### src/rtl/multicycle_ctrl.sv
// Purpose : Moore control FSM for a multi-cycle MIPS-subset datapath (IF/ID/EX/MEM/WB sequencing + extender mode).
// Latency : 3..5 cycles per instruction (j/beq/bne 3, R/I/sw 4, lw 5), plus one cycle per memory wait.
// Backpr. : IF, MRD and MWR hold with mem_req_o high until mem_ready_i; only reset can abandon a request.
//
// Ports:
//   clk_i, rst_i (sync, active-low)      opcode_i (IR[31:26], valid from ID)
//   mem_ready_i, zero_i                  memory handshake / ALU zero flag
//   mem_req_o, mem_we_o, iord_o          memory port control
//   ir_write_o, pc_write_o, pc_src_o     IR / PC update control
//   ext_op_o, alu_src_a_o, alu_src_b_o,  extender and ALU control
//   alu_op_o
//   reg_dst_o, mem_to_reg_o, reg_write_o register-file write-back control
//   done_o, illegal_o                    per-instruction status pulses
module multicycle_ctrl #(
    parameter int OPW = 6
) (
    input  logic           clk_i,
    input  logic           rst_i,
    input  logic [OPW-1:0] opcode_i,
    input  logic           mem_ready_i,
    input  logic           zero_i,
    output logic           mem_req_o,
    output logic           mem_we_o,
    output logic           iord_o,
    output logic           ir_write_o,
    output logic           pc_write_o,
    output logic [1:0]     pc_src_o,
    output logic [1:0]     ext_op_o,
    output logic [1:0]     alu_src_b_o,
    output logic           alu_src_a_o,
    output logic [2:0]     alu_op_o,
    output logic           reg_dst_o,
    output logic           mem_to_reg_o,
    output logic           reg_write_o,
    output logic           done_o,
    output logic           illegal_o
);

    typedef enum logic [3:0] {
        S_IDLE, S_IF, S_ID, S_EXR, S_EXI, S_EXM, S_MRD,
        S_MWR, S_WBR, S_WBI, S_WBM, S_BR, S_JMP
    } state_t;

    localparam logic [OPW-1:0] OP_R    = OPW'(6'h00);
    localparam logic [OPW-1:0] OP_J    = OPW'(6'h02);
    localparam logic [OPW-1:0] OP_BEQ  = OPW'(6'h04);
    localparam logic [OPW-1:0] OP_BNE  = OPW'(6'h05);
    localparam logic [OPW-1:0] OP_ADDI = OPW'(6'h08);
    localparam logic [OPW-1:0] OP_SLTI = OPW'(6'h0A);
    localparam logic [OPW-1:0] OP_ANDI = OPW'(6'h0C);
    localparam logic [OPW-1:0] OP_ORI  = OPW'(6'h0D);
    localparam logic [OPW-1:0] OP_LUI  = OPW'(6'h0F);
    localparam logic [OPW-1:0] OP_LW   = OPW'(6'h23);
    localparam logic [OPW-1:0] OP_SW   = OPW'(6'h2B);

    state_t         state_q, state_d;
    logic [OPW-1:0] opcode_q;
    logic [OPW-1:0] op_cur;

    // The latch only captures at the end of ID, so during ID itself the
    // live IR opcode is the one being decoded; afterwards the latched copy.
    assign op_cur = (state_q == S_ID) ? opcode_i : opcode_q;

    // ---------------- state register ----------------
    always_ff @(posedge clk_i) begin
        if (!rst_i) begin
            state_q  <= S_IDLE;
            opcode_q <= '0;
        end else begin
            state_q <= state_d;
            if (state_q == S_ID) begin
                opcode_q <= opcode_i;
            end
        end
    end

    // ---------------- next-state logic ----------------
    always_comb begin
        state_d = state_q;
        case (state_q)
            S_IDLE: state_d = S_IF;
            S_IF:   if (mem_ready_i) state_d = S_ID;
            S_ID: begin
                case (opcode_i)
                    OP_R:                                     state_d = S_EXR;
                    OP_ADDI, OP_SLTI, OP_ANDI, OP_ORI, OP_LUI: state_d = S_EXI;
                    OP_LW, OP_SW:                             state_d = S_EXM;
                    OP_BEQ, OP_BNE:                           state_d = S_BR;
                    OP_J:                                     state_d = S_JMP;
                    default:                                  state_d = S_IF; // dropped
                endcase
            end
            S_EXR:  state_d = S_WBR;
            S_EXI:  state_d = S_WBI;
            S_EXM:  state_d = (opcode_q == OP_SW) ? S_MWR : S_MRD;
            S_MRD:  if (mem_ready_i) state_d = S_WBM;
            S_MWR:  if (mem_ready_i) state_d = S_IF;
            S_WBR, S_WBI, S_WBM, S_BR, S_JMP: state_d = S_IF;
            default: state_d = S_IDLE;
        endcase
    end

    // ---------------- output logic ----------------
    always_comb begin
        mem_req_o    = 1'b0;
        mem_we_o     = 1'b0;
        iord_o       = 1'b0;
        ir_write_o   = 1'b0;
        pc_write_o   = 1'b0;
        pc_src_o     = 2'b00;
        ext_op_o     = 2'b00;
        alu_src_b_o  = 2'b00;
        alu_src_a_o  = 1'b0;
        alu_op_o     = 3'b000;
        reg_dst_o    = 1'b0;
        mem_to_reg_o = 1'b0;
        reg_write_o  = 1'b0;
        done_o       = 1'b0;
        illegal_o    = 1'b0;

        // Extender mode is meaningful from ID onwards only.
        if (state_q != S_IDLE && state_q != S_IF) begin
            case (op_cur)
                OP_ANDI, OP_ORI: ext_op_o = 2'b01;
                OP_LUI:          ext_op_o = 2'b10;
                default:         ext_op_o = 2'b00;
            endcase
        end

        case (state_q)
            S_IF: begin
                mem_req_o   = 1'b1;
                alu_src_b_o = 2'b01;          // PC + 4
                ir_write_o  = mem_ready_i;
                pc_write_o  = mem_ready_i;
            end
            S_ID: begin
                alu_src_b_o = 2'b11;          // branch target precompute
                case (opcode_i)
                    OP_R, OP_ADDI, OP_SLTI, OP_ANDI, OP_ORI, OP_LUI,
                    OP_LW, OP_SW, OP_BEQ, OP_BNE, OP_J: illegal_o = 1'b0;
                    default:                            illegal_o = 1'b1;
                endcase
            end
            S_EXR: begin
                alu_src_a_o = 1'b1;
                alu_op_o    = 3'b010;
            end
            S_EXI: begin
                alu_src_a_o = 1'b1;
                alu_src_b_o = 2'b10;
                case (opcode_q)
                    OP_SLTI: alu_op_o = 3'b011;
                    OP_ANDI: alu_op_o = 3'b100;
                    OP_ORI:  alu_op_o = 3'b101;
                    default: alu_op_o = 3'b000; // addi, and lui as ext + $zero
                endcase
            end
            S_EXM: begin
                alu_src_a_o = 1'b1;
                alu_src_b_o = 2'b10;
            end
            S_MRD: begin
                mem_req_o = 1'b1;
                iord_o    = 1'b1;
            end
            S_MWR: begin
                mem_req_o = 1'b1;
                mem_we_o  = 1'b1;
                iord_o    = 1'b1;
                done_o    = mem_ready_i;
            end
            S_WBR: begin
                reg_write_o = 1'b1;
                reg_dst_o   = 1'b1;
                done_o      = 1'b1;
            end
            S_WBI: begin
                reg_write_o = 1'b1;
                done_o      = 1'b1;
            end
            S_WBM: begin
                reg_write_o  = 1'b1;
                mem_to_reg_o = 1'b1;
                done_o       = 1'b1;
            end
            S_BR: begin
                alu_src_a_o = 1'b1;
                alu_op_o    = 3'b001;
                pc_src_o    = 2'b01;
                // Only beq/bne can reach BR.
                pc_write_o  = (opcode_q == OP_BEQ) ? zero_i : ~zero_i;
                done_o      = 1'b1;
            end
            S_JMP: begin
                pc_write_o = 1'b1;
                pc_src_o   = 2'b10;
                done_o     = 1'b1;
            end
            default: ;
        endcase
    end

endmodule

### config.mk
export PLATFORM = sky130hd
export DESIGN_NAME = multicycle_ctrl
export DESIGN_NICKNAME = d
export VERILOG_FILES = /design/src/rtl/multicycle_ctrl.sv
export SDC_FILE = /design/constraint.sdc
export NUM_CORES = 1
export LEC_CHECK = 0
export CORE_ASPECT_RATIO = 1.1
export CORE_UTILIZATION = 29
export CTS_BUF_LIST = sky130_fd_sc_hd__clkbuf_4 sky130_fd_sc_hd__clkbuf_8
export DETAILED_ROUTE_END_ITERATION = 8
export PLACE_DENSITY_LB_ADDON = 0.1
export SLEW_MARGIN = 20
export SYNTH_ARGS = -nofsm -noshare
export SYNTH_HDL_FRONTEND = slang
export SYNTH_SLANG_ARGS = --single-unit
### constraint.sdc
create_clock -name clk_i -period 1.55 [get_ports clk_i]
set_input_delay 0.3875 -clock clk_i [delete_from_list [all_inputs] [get_ports clk_i]]
set_output_delay 0.3875 -clock clk_i [all_outputs]
set_load 0.02 [all_outputs]
==> flow_summary.ini, run 1 <==
[finish]
nets = 230
fin_util_pct = 72.8
syn_to_final_growth_pct = 133
fill_cells = 214
drive_above_1_share_pct = 68.9
diodes = 0

[setup_path]
critical-path-max-stage-delay_ns = 0.35
reg2reg_slack_ns = 0.02
criticalPathCategory = flip-flop to primary output
cp.arrival_ns = 1.52
critPathTopFamily = flip-flops
crit_chain = nor4_2 -> nand2_1 -> xor2_1 -> a211o_1 -> buf_6
cp_slowest_cell = dfxtp_2
required_ns = 1.16
critPathBufInv = 1
start_kind = flip-flop
cp-end-kind = primary output
cp_max_fo = 4

[floorplan]
die_w_um = 54.7
start_util_pct = 31.3
core_area_mm2 = 0.00283
ios = 30
rows = 20
die_h_um = 59.9
dieArea_mm2 = 0.00328

[pwr]
p_leak_nw = 0.871
p_int_mw = 0.601
sw_frac_of_total_pct = 30.7
pwr-share-comb_pct = 40.7
p_switching_mw = 0.266
ir_worst_vdd_mv = 0.364
p_per_area_mw_per_mm2 = 421
seqPwrFrac_pct = 32.0
total_power_mw = 0.866
power_frac_clock_pct = 27.3

[logic_synthesis]
syn_area_um2 = 885
syn-num-nets = 139
synth-compound-area-share_pct = 28.3
synth_enable_flop_cells = 0
synthAdderAreaFrac_pct = 0
yosysTopAreaCell = dfxtp_1
ys_ff_latch = 10
muxShareOfSynthArea_pct = 0
ys_top_cells_by_area = dfxtp_1 (23%), nand2_1 (11%), a21boi_1 (6.8%), a21oi_1 (5.1%), nand2b_1 (4.2%)
ys_async_sr_fraction_pct = 0
syn_area_per_cell_um2 = 6.86
synth_xor_area_share_pct = 1.98
synth-simple-area-share_pct = 41.0
ys.flop_type = dfxtp_1
ys_types = 41
yosysMostFrequentCell = nand2_1
synth_common_cells = nand2_1 (25), dfxtp_1 (10), nor2_1 (10)
postSynthCellCount = 129
yosys_warnings = 0
yosysTopAreaCellShare_pct = 22.6
synth_top_family_by_area = simple AND/OR/NAND/NOR gates
yosysSeqAreaShare_pct = 22.6

[status]
outcome = complete, but fails checks
violations = negative setup slack

[route]
drt-total-wl_um = 3520
vias_per_cell = 5.11
drc = 0
drt_iter0_markers = 14
ant_nets = 0
vias = 1288
routedWlPerCell_um = 14.0
drtPass1Iterations = 4

[placed_design]
place.gp.congestion = 0.824
port-buffer-count = 29
hpwl_um = 2340

[clock_network]
clk_pin_slew_ns = 0.07
tritoncts = yes
cts-root-buf = clkbuf_4
cts_made_buffers = 3
ctsHtreeMaxLevel = 1
hold_buffers = 0
insertion_delay_ns = 0.27
clockBufferDepth = 2
cts.sinks = 10

[timing]
drv_slew = 0
whs_ns = 0.486
fin_ws_ns = -0.357
rsz0062_at_grt = true
post-route-period-util_pct = 123
finalSetupTns_ns = -4.14
hold_viol_final = 0
setup_viol = 20
timing.fmax_mhz = 525
tightestPinTransition_ns = 0.414
relSlewSlack_pct = 72.2
period_needed_ns = 1.91
finClkSkew_ns = 0.00496

[global_route]
grt_usage_pct = 21.1
grt_pass1_vias = 1162
grt_max_degree = 12
antenna_found_initial = 0
grt_pass1_wl_um = 5060
grt_overflow = 0

[worst_hold_path]
min_path_type = flip-flop to flip-flop

[flow_run]
maxCapViolations = 0
## kinds of logic (layout without fill, tap and decap cells)
group	after synthesis	after routing
simple gates	68	68
compound gates	37	37
buf+inv	12	102
flops	10	10
xor+xnor	2	2
## layout make-up
type	count	area, µm²	share of cell area (%)
Clock buffer	4	36.3	1.76
Inverter	4	20.0	0.973
Multi-Input combinational cell	107	927	45.0
Sequential cell	10	219	10.6
Tap cell	33	41.3	2.01
Timing Repair Buffer	94	815	39.6
## per-stage QoR
step	cells	cell area, µm²	setup WS (ns)
after CTS	242	1820	-0.357
final	252	2060	-0.357
after global routing	252	2060	-0.415
after global placement	231	1620	-1.09
after floorplan	129	975	-0.0313
after detailed placement	231	1620	-1.09
## flip-flops by register name, summed over array words and instances (netlist names)
| name | count |
|---|---|
| opcode_q | 6 |
| state_q | 4 |
## cells in the final DEF, fill, tap and decap left out, types with 3 or more instances in the layout
master / count
a21boi_1: 8
a21oi_1: 4
a21oi_2: 5
buf_4: 60
buf_6: 22
clkbuf_4: 3
dfxtp_2: 6
dfxtp_4: 3
dlygate4sd2_1: 3
nand2_1: 20
nand2_2: 3
nand2b_4: 5
nor2_1: 3
nor2_4: 5
nor3_2: 3
nor3_4: 3
o211ai_1: 3
## final timing paths
| path | start | depth (start not counted) | end |
|---|---|---|---|
| hold reg to reg | opcode_q[4] | 2 | opcode_q[4] |
| hold / removal | opcode_q[4] | 2 | opcode_q[4] |
| setup reg to reg | state_q[3] | 6 | state_q[0] |
| setup / recovery | opcode_q[0] | 5 | pc_write_o |
## worst register-to-register path, stage by stage (launching register included)
cell	delay (ns)
dfxtp_4	0.37
buf_4	0.15
buf_4	0.16
nand4b_1	0.19
nor4_2	0.40
a2111oi_4	0.06
a21boi_1	0.13
## power by group through the flow
stage               registers [mW]  logic, mW  clock network [mW]
floorplan                    0.276      0.125                   0
global placement             0.280      0.266                   0
detailed placement           0.280      0.269                   0
CTS                          0.276      0.304               0.240
global route                 0.279      0.376               0.247
finish                       0.277      0.352               0.237
## per-layer routing
layer	wire length, µm	global-route usage [%]
met4	36	7.69
met3	112	1.78
met1	1430	24.2
met5	0	0
met2	1940	38.9
## what timing repair did
| action | 4_1_cts | 5_1_grt |
|---|---|---|
| endpoints found under the setup margin | 23 | 21 |
| pin swaps | 11 | 18 |
| gates resized for setup | 160 | 52 |
| setup buffers | 7 | 11 |
Note: power is estimated with default switching activity, not from simulation.
==> run 2: changes to the inputs <==
- CELL_PAD_IN_SITES_DETAIL_PLACEMENT: default -> 0
- CELL_PAD_IN_SITES_GLOBAL_PLACEMENT: default -> 2
- CORE_UTILIZATION: 29 -> 24
==> run 2 against run 1 <==
Compared with the run above: the flow still finishes with violations (negative setup slack); final cell count increased by 9.5%; global-route usage decreased by 1.4 points; register-to-register slack improved by 0.03 ns; final area increased by 10%; sequential power about the same; utilization decreased by 7.0 points; count of clock-buffer cells in the layout unchanged; first-iteration DRC count increased by 140%; hold slack improved by 0.025 ns; routed wire length increased by 7.8%; critical path type unchanged; largest power group unchanged.
==> flow_summary.ini, run 2 (synthesis results as in run 1) <==
[status]
outcome = complete, but fails checks
violations = negative setup slack

[global_route]
grt_pass1_wl_um = 5880
grt_pass1_vias = 1256
grt_overflow = 0
antenna_found_initial = 0
grt_usage_pct = 19.6
grt_max_degree = 8

[setup_path]
crit_chain = buf_12 -> nand3b_1 -> nor3_2 -> a211o_1 -> buf_6
criticalPathCategory = flip-flop to primary output
cp_max_fo = 6
critical-path-max-stage-delay_ns = 0.37
start_kind = flip-flop
cp.arrival_ns = 1.50
reg2reg_slack_ns = 0.05
reg2regPathDepth = 8
cp-end-kind = primary output
cp_slowest_cell = dfxtp_4
required_ns = 1.16

[placed_design]
dp_cells = 247
hpwl_um = 2530
port-buffer-count = 29
place.gp.congestion = 0.732

[clock_network]
ctsHtreeMaxLevel = 1
cts.sinks = 10
clockBufferDepth = 2
insertion_delay_ns = 0.26
cts-root-buf = clkbuf_4
clk_pin_slew_ns = 0.07
cts_made_buffers = 3
tritoncts = yes

[floorplan]
start_util_pct = 25.7
die_w_um = 59.9
dieArea_mm2 = 0.00393
ios = 30
core_area_mm2 = 0.00344
die_h_um = 65.7
rows = 22

[worst_hold_path]
min_path_type = primary input to flip-flop
hold_depth = 4

[finish]
fin_util_pct = 65.8
final_common_cell = buf_4
diodes = 0
largest_register_ff_count = 6
regMostFlops = opcode_q
multiInputGateArea_um2 = 980
fill_cells = 276
drive_above_1_share_pct = 71.1
top_regs = opcode_q: 6 flops, state_q: 4 flops
final_cell_count_no_fill = 276
regArea_um2 = 214
final_cell_mix = buf_4 (61), buf_6 (29), nand2_1 (20)
syn_to_final_growth_pct = 156
nets = 239

[timing]
timing.fmax_mhz = 529
finalSetupTns_ns = -3.82
period_needed_ns = 1.89
post-route-period-util_pct = 122
finClkSkew_ns = 0.00977
rsz0062_at_grt = true
setup_viol = 19
hold_viol_final = 0
fin_ws_ns = -0.341
relSlewSlack_pct = 71.5
whs_ns = 0.511
drv_slew = 0
tightestPinTransition_ns = 0.423

[route]
vias_per_cell = 4.81
ant_nets = 0
drt_iter0_markers = 33
drc = 0
vias = 1328
routedWlPerCell_um = 13.7
drtPass1Iterations = 4
drt-total-wl_um = 3790

[pwr]
ir_worst_vdd_mv = 0.253
p_per_area_mw_per_mm2 = 384
power_frac_clock_pct = 26.3
p_leak_nw = 0.940
p_int_mw = 0.605
seqPwrFrac_pct = 31.6
pwr-share-comb_pct = 42.1
p_switching_mw = 0.265
sw_frac_of_total_pct = 30.5
total_power_mw = 0.870

[flow_run]
maxCapViolations = 0
[run 2: changes by cell type in the layout (fill, tap and decap cells not counted), sizes merged]
cell         change
dlygate4sd2      -1
buf              +9
clkbuf           +1
[run 2: worst paths after layout]
check	endpoint	from
setup / recovery	pc_write_o	state_q[3]
hold / removal	opcode_q[2]	opcode_i[2]
setup reg to reg	state_q[0]	state_q[1]
hold reg to reg	opcode_q[3]	opcode_q[3]
[run 2: power groups by stage]
stage / logic (mW) / clock network, mW / registers (mW)
finish: 0.366 / 0.229 / 0.275
global route: 0.391 / 0.256 / 0.277
CTS: 0.323 / 0.236 / 0.275
detailed placement: 0.274 / 0 / 0.279
global placement: 0.270 / 0 / 0.278
floorplan: 0.125 / 0 / 0.276
[run 2: cell type report]
| cell class | instances | area share, % |
|---|---|---|
| Multi-Input combinational cell | 107 | 43.3 |
| Clock buffer | 4 | 1.60 |
| Timing Repair Buffer | 103 | 41.9 |
| Sequential cell | 10 | 9.45 |
| Inverter | 4 | 1.10 |
| Tap cell | 48 | 2.65 |
[run 2: layer usage]
layer,GRT usage (%),share of wire (%),up-vias
li1,-,-,670
met1,23.2,40,618
met2,36.3,55,38
met3,1.77,4.5,2
met4,6.10,0.58,0
met5,0,0,-
[run 2: repair_timing]
action,CTS,global route
hold buffers,0,0
gates cloned,2,0
gates resized for setup,193,45
pin swaps,16,23
endpoints found under the setup margin,23,21
buffers inserted,10,16
[run 2: critical path, delay by kind of cell (launching register included)]
kind	cells	cell delay (ns)
buffers and inverters	2	0.25
AO/OA/AOI/OAI	1	0.16
AND/OR/NAND/NOR	2	0.47
flip-flops	1	0.37
[run 2: per-stage QoR]
step / setup WS (ns) / area (µm²)
after floorplan: -0.0313 / 975
after global placement: -1.11 / 1650
after detailed placement: -1.13 / 1650
after CTS: -0.340 / 2030
after global routing: -0.434 / 2260
final: -0.341 / 2260
